`config.mk`:
```
export PLATFORM = sky130hd
export DESIGN_NAME = apb_bus_arbiter_flat
export DESIGN_NICKNAME = d
export VERILOG_FILES = /design/src/rtl/apb_bus_arbiter_if.sv /design/src/rtl/apb_bus_arbiter.sv /design/src/flat_wrapper.sv
export SDC_FILE = /design/constraint.sdc
export NUM_CORES = 1
export LEC_CHECK = 0
export CAP_MARGIN = 5
export CORE_MARGIN = 3
export CORE_UTILIZATION = 39
export CTS_CLUSTER_DIAMETER = 200
export DETAILED_ROUTE_END_ITERATION = 10
export HOLD_SLACK_MARGIN = 0.05
export PLACE_DENSITY = 0.81
export SYNTH_ARGS = -nofsm -noshare
export SYNTH_HDL_FRONTEND = slang
export SYNTH_SLANG_ARGS = --single-unit
```
`constraint.sdc`:
```
create_clock -name PCLK -period 2.4 [get_ports PCLK]
set_clock_uncertainty 0.2 [all_clocks]
set_input_delay 0.48 -clock PCLK [delete_from_list [all_inputs] [get_ports PCLK]]
set_output_delay 0.48 -clock PCLK [all_outputs]
set_load 0.05 [all_outputs]
```
`src/rtl/apb_bus_arbiter_if.sv`:
```
// apb_bus_arbiter_if: requester handshakes plus APB master bus shared by the arbiter and its environment
interface apb_bus_arbiter_if;
  logic        req0_valid, req0_write, req0_ready, req0_done, req0_err;
  logic [31:0] req0_addr, req0_wdata, req0_rdata;
  logic        req1_valid, req1_write, req1_ready, req1_done, req1_err;
  logic [31:0] req1_addr, req1_wdata, req1_rdata;
  logic [31:0] PADDR, PWDATA, PRDATA1, PRDATA2;
  logic        PWRITE, PENABLE, PSEL1, PSEL2, PREADY1, PREADY2;
  modport master (
    input  req0_valid, req0_write, req0_addr, req0_wdata,
    input  req1_valid, req1_write, req1_addr, req1_wdata,
    input  PRDATA1, PRDATA2, PREADY1, PREADY2,
    output req0_ready, req0_done, req0_err, req0_rdata,
    output req1_ready, req1_done, req1_err, req1_rdata,
    output PADDR, PWDATA, PWRITE, PENABLE, PSEL1, PSEL2
  );
  modport slave (
    output req0_valid, req0_write, req0_addr, req0_wdata,
    output req1_valid, req1_write, req1_addr, req1_wdata,
    output PRDATA1, PRDATA2, PREADY1, PREADY2,
    input  req0_ready, req0_done, req0_err, req0_rdata,
    input  req1_ready, req1_done, req1_err, req1_rdata,
    input  PADDR, PWDATA, PWRITE, PENABLE, PSEL1, PSEL2
  );
endinterface

```
`src/rtl/apb_bus_arbiter.sv`:
```
// apb_bus_arbiter: round-robin two-requester APB master with address decode and wait-state timeout
module apb_bus_arbiter #(
  parameter int TIMEOUT = 16
) (
  input logic               PCLK,
  input logic               PRESETn,
  apb_bus_arbiter_if.master bus
);
  typedef enum logic [1:0] {IDLE, SETUP, ACCESS} state_t;
  state_t      state_q, state_d;
  logic        last_q, last_d, gnt_q, gnt_d;
  logic        pwrite_q, pwrite_d, penable_q, penable_d, psel1_q, psel1_d, psel2_q, psel2_d;
  logic [7:0]  wait_q, wait_d;
  logic [31:0] paddr_q, paddr_d, pwdata_q, pwdata_d;
  logic [1:0]  done_q, done_d, err_q, err_d;
  logic [1:0][31:0] rdata_q, rdata_d;
  logic        grant, gnt, sel_ready;
  logic [31:0] sel_rdata, req_addr;
  assign gnt       = (bus.req0_valid && bus.req1_valid) ? ~last_q : bus.req1_valid;
  assign grant     = PRESETn && state_q == IDLE && (bus.req0_valid || bus.req1_valid);
  assign req_addr  = gnt ? bus.req1_addr : bus.req0_addr;
  assign sel_ready = paddr_q[8] ? bus.PREADY2 : bus.PREADY1;
  assign sel_rdata = paddr_q[8] ? bus.PRDATA2 : bus.PRDATA1;
  always_comb begin
    state_d   = state_q;
    last_d    = last_q;
    gnt_d     = gnt_q;
    wait_d    = wait_q;
    paddr_d   = paddr_q;
    pwdata_d  = pwdata_q;
    pwrite_d  = pwrite_q;
    penable_d = penable_q;
    psel1_d   = psel1_q;
    psel2_d   = psel2_q;
    rdata_d   = rdata_q;
    done_d    = '0;
    err_d     = '0;
    case (state_q)
      IDLE: if (grant) begin
        gnt_d    = gnt;
        paddr_d  = req_addr;
        pwdata_d = gnt ? bus.req1_wdata : bus.req0_wdata;
        pwrite_d = gnt ? bus.req1_write : bus.req0_write;
        psel1_d  = ~req_addr[8];
        psel2_d  = req_addr[8];
        wait_d   = '0;
        state_d  = SETUP;
      end
      SETUP: begin
        penable_d = 1'b1;
        state_d   = ACCESS;
      end
      ACCESS: if (sel_ready || wait_q == 8'(TIMEOUT)) begin
        // a PREADY arriving on the timeout cycle still counts as success
        done_d[gnt_q] = 1'b1;
        err_d[gnt_q]  = ~sel_ready;
        if (!pwrite_q) rdata_d[gnt_q] = sel_ready ? sel_rdata : '0;
        last_d    = gnt_q;
        psel1_d   = 1'b0;
        psel2_d   = 1'b0;
        penable_d = 1'b0;
        state_d   = IDLE;
      end else wait_d = wait_q + 8'd1;
      default: state_d = IDLE;
    endcase
  end
  always_ff @(posedge PCLK or negedge PRESETn) begin
    if (!PRESETn) begin
      state_q   <= IDLE;
      last_q    <= 1'b1;
      gnt_q     <= 1'b0;
      wait_q    <= '0;
      paddr_q   <= '0;
      pwdata_q  <= '0;
      pwrite_q  <= 1'b0;
      penable_q <= 1'b0;
      psel1_q   <= 1'b0;
      psel2_q   <= 1'b0;
      rdata_q   <= '0;
      done_q    <= '0;
      err_q     <= '0;
    end else begin
      state_q   <= state_d;
      last_q    <= last_d;
      gnt_q     <= gnt_d;
      wait_q    <= wait_d;
      paddr_q   <= paddr_d;
      pwdata_q  <= pwdata_d;
      pwrite_q  <= pwrite_d;
      penable_q <= penable_d;
      psel1_q   <= psel1_d;
      psel2_q   <= psel2_d;
      rdata_q   <= rdata_d;
      done_q    <= done_d;
      err_q     <= err_d;
    end
  end
  assign bus.req0_ready = grant && !gnt;
  assign bus.req1_ready = grant && gnt;
  assign bus.req0_done  = done_q[0];
  assign bus.req1_done  = done_q[1];
  assign bus.req0_err   = err_q[0];
  assign bus.req1_err   = err_q[1];
  assign bus.req0_rdata = rdata_q[0];
  assign bus.req1_rdata = rdata_q[1];
  assign bus.PADDR      = paddr_q;
  assign bus.PWDATA     = pwdata_q;
  assign bus.PWRITE     = pwrite_q;
  assign bus.PENABLE    = penable_q;
  assign bus.PSEL1      = psel1_q;
  assign bus.PSEL2      = psel2_q;
endmodule

```
`src/flat_wrapper.sv`:
```
// flat-port wrapper written by rule: the top's interface ports become plain ports
module apb_bus_arbiter_flat 
#(
  parameter int TIMEOUT = 16
)
  (PCLK, PRESETn, bus_req0_valid, bus_req0_write, bus_req0_addr, bus_req0_wdata, bus_req1_valid, bus_req1_write, bus_req1_addr, bus_req1_wdata, bus_PRDATA1, bus_PRDATA2, bus_PREADY1, bus_PREADY2, bus_req0_ready, bus_req0_done, bus_req0_err, bus_req0_rdata, bus_req1_ready, bus_req1_done, bus_req1_err, bus_req1_rdata, bus_PADDR, bus_PWDATA, bus_PWRITE, bus_PENABLE, bus_PSEL1, bus_PSEL2);
  apb_bus_arbiter_if bus_i ();
  input logic PCLK;
  input logic PRESETn;
  input wire logic [$bits(bus_i.req0_valid)-1:0] bus_req0_valid;
  input wire logic [$bits(bus_i.req0_write)-1:0] bus_req0_write;
  input wire logic [$bits(bus_i.req0_addr)-1:0] bus_req0_addr;
  input wire logic [$bits(bus_i.req0_wdata)-1:0] bus_req0_wdata;
  input wire logic [$bits(bus_i.req1_valid)-1:0] bus_req1_valid;
  input wire logic [$bits(bus_i.req1_write)-1:0] bus_req1_write;
  input wire logic [$bits(bus_i.req1_addr)-1:0] bus_req1_addr;
  input wire logic [$bits(bus_i.req1_wdata)-1:0] bus_req1_wdata;
  input wire logic [$bits(bus_i.PRDATA1)-1:0] bus_PRDATA1;
  input wire logic [$bits(bus_i.PRDATA2)-1:0] bus_PRDATA2;
  input wire logic [$bits(bus_i.PREADY1)-1:0] bus_PREADY1;
  input wire logic [$bits(bus_i.PREADY2)-1:0] bus_PREADY2;
  output wire logic [$bits(bus_i.req0_ready)-1:0] bus_req0_ready;
  output wire logic [$bits(bus_i.req0_done)-1:0] bus_req0_done;
  output wire logic [$bits(bus_i.req0_err)-1:0] bus_req0_err;
  output wire logic [$bits(bus_i.req0_rdata)-1:0] bus_req0_rdata;
  output wire logic [$bits(bus_i.req1_ready)-1:0] bus_req1_ready;
  output wire logic [$bits(bus_i.req1_done)-1:0] bus_req1_done;
  output wire logic [$bits(bus_i.req1_err)-1:0] bus_req1_err;
  output wire logic [$bits(bus_i.req1_rdata)-1:0] bus_req1_rdata;
  output wire logic [$bits(bus_i.PADDR)-1:0] bus_PADDR;
  output wire logic [$bits(bus_i.PWDATA)-1:0] bus_PWDATA;
  output wire logic [$bits(bus_i.PWRITE)-1:0] bus_PWRITE;
  output wire logic [$bits(bus_i.PENABLE)-1:0] bus_PENABLE;
  output wire logic [$bits(bus_i.PSEL1)-1:0] bus_PSEL1;
  output wire logic [$bits(bus_i.PSEL2)-1:0] bus_PSEL2;
  assign bus_i.req0_valid = bus_req0_valid;
  assign bus_i.req0_write = bus_req0_write;
  assign bus_i.req0_addr = bus_req0_addr;
  assign bus_i.req0_wdata = bus_req0_wdata;
  assign bus_i.req1_valid = bus_req1_valid;
  assign bus_i.req1_write = bus_req1_write;
  assign bus_i.req1_addr = bus_req1_addr;
  assign bus_i.req1_wdata = bus_req1_wdata;
  assign bus_i.PRDATA1 = bus_PRDATA1;
  assign bus_i.PRDATA2 = bus_PRDATA2;
  assign bus_i.PREADY1 = bus_PREADY1;
  assign bus_i.PREADY2 = bus_PREADY2;
  assign bus_req0_ready = bus_i.req0_ready;
  assign bus_req0_done = bus_i.req0_done;
  assign bus_req0_err = bus_i.req0_err;
  assign bus_req0_rdata = bus_i.req0_rdata;
  assign bus_req1_ready = bus_i.req1_ready;
  assign bus_req1_done = bus_i.req1_done;
  assign bus_req1_err = bus_i.req1_err;
  assign bus_req1_rdata = bus_i.req1_rdata;
  assign bus_PADDR = bus_i.PADDR;
  assign bus_PWDATA = bus_i.PWDATA;
  assign bus_PWRITE = bus_i.PWRITE;
  assign bus_PENABLE = bus_i.PENABLE;
  assign bus_PSEL1 = bus_i.PSEL1;
  assign bus_PSEL2 = bus_i.PSEL2;
  apb_bus_arbiter #(.TIMEOUT(TIMEOUT)) u_core (.PCLK(PCLK), .PRESETn(PRESETn), .bus(bus_i));
endmodule
```
==> metrics.txt <==
Setup crit end bus_req1_rdata[8]; relative slew slack 48.6%; Clock transition at path regs 60 ps; Std-Cell Rows 45; fraction of layout cells with a size suffix above 1 8.25%; max-slew violation count 0; GPL Wtd Cong 0.824; Comb pwr share 54.5%; FF-to-FF path depth 7; max-cap check violation count 0; Top Ports 338; Cell Chain, Critical Path clkdlybuf4s50_1; die height 131 microns; DR vias 5721; DRC 0; Syn Nets 688; pin count of the biggest net entering global routing 149; Starting DRT DRC Count 670; number of global-route vias before repair 5889; Via density 5.46; antenna violations before repair 2; final WL 21200 microns; worst reg2reg endpoint u_core.bus.req0_rdata[13]$_DFFE_PN0P_; ys async rst share 100%; area of the multi-input gates 1990 sq um; Core Region 15300 sq um; Initial Util 40.0%; clock share of power 18.8%; Fin Hold WS 15.3 ps; Hold Crit Class in -> async; Mapped Area 6110 sq um; area grow syn2layout 72.1%; CTS tree done; worst vdd ir 817 uV; Synth warnings 0; Synth area leader dfrtp_1; Synth area leaders dfrtp_1 (60%), a222oi_1 (10%), o2bb2ai_1 (9.2%); drt pass-1 iters 9; Crit-path slowest cell clkdlybuf4s50_1; CP startpoint kind register; Final setup viols 0; R2R Setup Slk 220 ps; GRT Overall Usage 24.4%; fmax 432 MHz; count leader, synth dfrtp_1; clock buffer count from CTS 17; Worst setup EP type output pin; Post-synth top cells dfrtp_1 (147), inv_1 (71), a222oi_1 (64), o2bb2ai_1 (64), mux2i_1 (33); Cell variety after synth 36; Top delay family on crit path buffers and inverters; first-pass GRT wire length 33800 microns; Fill cells 1054; status finished clean; Crit Path Max Fanout 2; Final Hold Viols 0; register area 3710 sq um; CP bufs+invs 1; Slew @ Worst Pin 772 ps; clock latency on the worst-skew pair 410 ps; fin crit period 2310 ps; wire per inst 20.2 microns; Crit. Startpoint u_core.bus.req1_rdata[8]$_DFFE_PN0P_; share of the core filled with cells 68.9%; Seq/Total Area, Yosys 60.7%; IO Port Bufs 337; Die X 131 microns; Sink Count 148; WP depth 1; Reg power frac 26.7%; CTS max path bufs 2; Int Pwr 8.72 mW; # placed instances 1011; Mapped Avg Cell Area 12.6 sq um; critical path's largest stage delay 830 ps; Switching Share 45.6%; Post-DP HPWL 15500 microns; WS Path Type reg -> out; Setup TNS 0 ps; share of the synthesized area in the top cell type 60.2%; clock root cell clkbuf_16; Max H-tree Level 4; ys flop type dfrtp_1; Nets 1025; Post-Syn Instances 486; RR Startpoint u_core.wait_q[0]$_DFFE_PN0P_; Switch Pwr 7.32 mW; critical path arrival 1630 ps; final cycle utilization of the critical path 96.4%; Post-synth EDFFs 0; Routed Antenna Nets 0; RSZ-0062 raised after global routing false; final std cells w/o fill 1048; Overflow after GRT 0; pwr dens 1530 nW/um^2; WP data required 1720 ps; LEAKAGE 4.78 nW; Die ar. 17200 sq um; number of synthesized register bits 148
==> power groups by stage <==
stage / registers (mW) / logic (mW) / clock network [mW]
after CTS: 4.28 / 8.78 / 3.05
after global placement: 4.27 / 8.58 / 0
final: 4.28 / 8.75 / 3.01
after floorplan: 7.79 / 1.92 / 0
after detailed placement: 4.28 / 8.74 / 0
after global routing: 4.41 / 9.13 / 3.18
==> placed cells by master (no fill, tap or decap), types with 3 or more instances in the layout <==
master,Yosys,final
bufinv_16,0,6
nor2_1,6,6
buf_12,0,9
clkinv_4,0,3
nand3_1,7,7
clkbuf_16,0,17
dfrtp_1,147,146
and3_1,6,6
o2bb2ai_1,64,64
a211o_1,4,4
mux2i_1,33,33
inv_1,71,69
a222oi_1,64,64
buf_4,0,15
o21ai_0,3,3
clkdlybuf4s50_1,0,330
nor3_1,7,7
nand2_1,8,8
==> per-stage QoR <==
stage                     setup slack, ps  total power, mW  area (sq um)
after floorplan                       148             9.70          6110
after global placement               69.1             12.8          9810
after detailed placement             43.5             13.0          9810
after CTS                            48.7             16.1         10500
after global routing                 3.33             16.7         10500
final                                87.2             16.0         10500
==> kinds of logic after synthesis <==
family | share of synthesized area, %
buffers and inverters | 6.88
muxes | 5.78
DFF | 60.7
adders and majority gates | 0.410
and+or+nand+nor | 3.95
AOI/OAI and AO/OA | 22.3
==> registers in the layout (all words and copies together), names as in the netlist, 2 cells and up <==
| signal | cells |
|---|---|
| u_core.bus.req1_rdata | 32 |
| u_core.bus.PADDR | 32 |
| u_core.bus.req0_rdata | 32 |
| u_core.state_q | 2 |
| u_core.done_q | 2 |
| u_core.bus.PWDATA | 32 |
| u_core.wait_q | 8 |
| u_core.err_q | 2 |
==> layout make-up <==
type | instances | share of cell area, %
Antenna cell | 1 | 0.0238
Clock buffer | 20 | 4.25
Clock inverter | 12 | 2.14
Inverter | 71 | 2.54
Multi-Input combinational cell | 230 | 19.0
Sequential cell | 148 | 35.3
Tap cell | 211 | 2.51
Timing Repair Buffer | 355 | 34.3
==> per-layer routing <==
| metal | GRT usage, % | routed length (microns) |
|---|---|---|
| met2 | 40.5 | 10500 |
| met4 | 6.30 | 339 |
| met3 | 9.00 | 2140 |
| met5 | 0 | 13 |
| met1 | 30.3 | 8210 |
==> worst min-delay path by stage <==
stage          slack (ps)  depth (start not counted)                                  start                                    end
2_1_floorplan         -20                          0                                PRESETn        u_core.bus.PADDR[0]$_DFFE_PN0P_
3_3_place_gp          270                          1  u_core.bus.req1_rdata[26]$_DFFE_PN0P_  u_core.bus.req1_rdata[26]$_DFFE_PN0P_
3_5_place_dp          270                          1  u_core.bus.req0_rdata[21]$_DFFE_PN0P_  u_core.bus.req0_rdata[21]$_DFFE_PN0P_
4_1_cts                50                          2                                PRESETn   u_core.bus.req0_rdata[4]$_DFFE_PN0P_
5_1_grt                80                          2                                PRESETn   u_core.bus.req0_rdata[4]$_DFFE_PN0P_
6_report               20                          2                                PRESETn   u_core.bus.req0_rdata[4]$_DFFE_PN0P_
==> repair_timing <==
| action | 4_1_cts | 5_1_grt |
|---|---|---|
| hold buffers | 0 | 0 |
| hold endpoints to repair | 0 | 0 |
| setup buffers | 0 | 4 |
| resized for setup | 0 | 0 |
| setup endpoints to repair | 0 | 2 |
No activity file was read; power rests on OpenSTA's default activity.
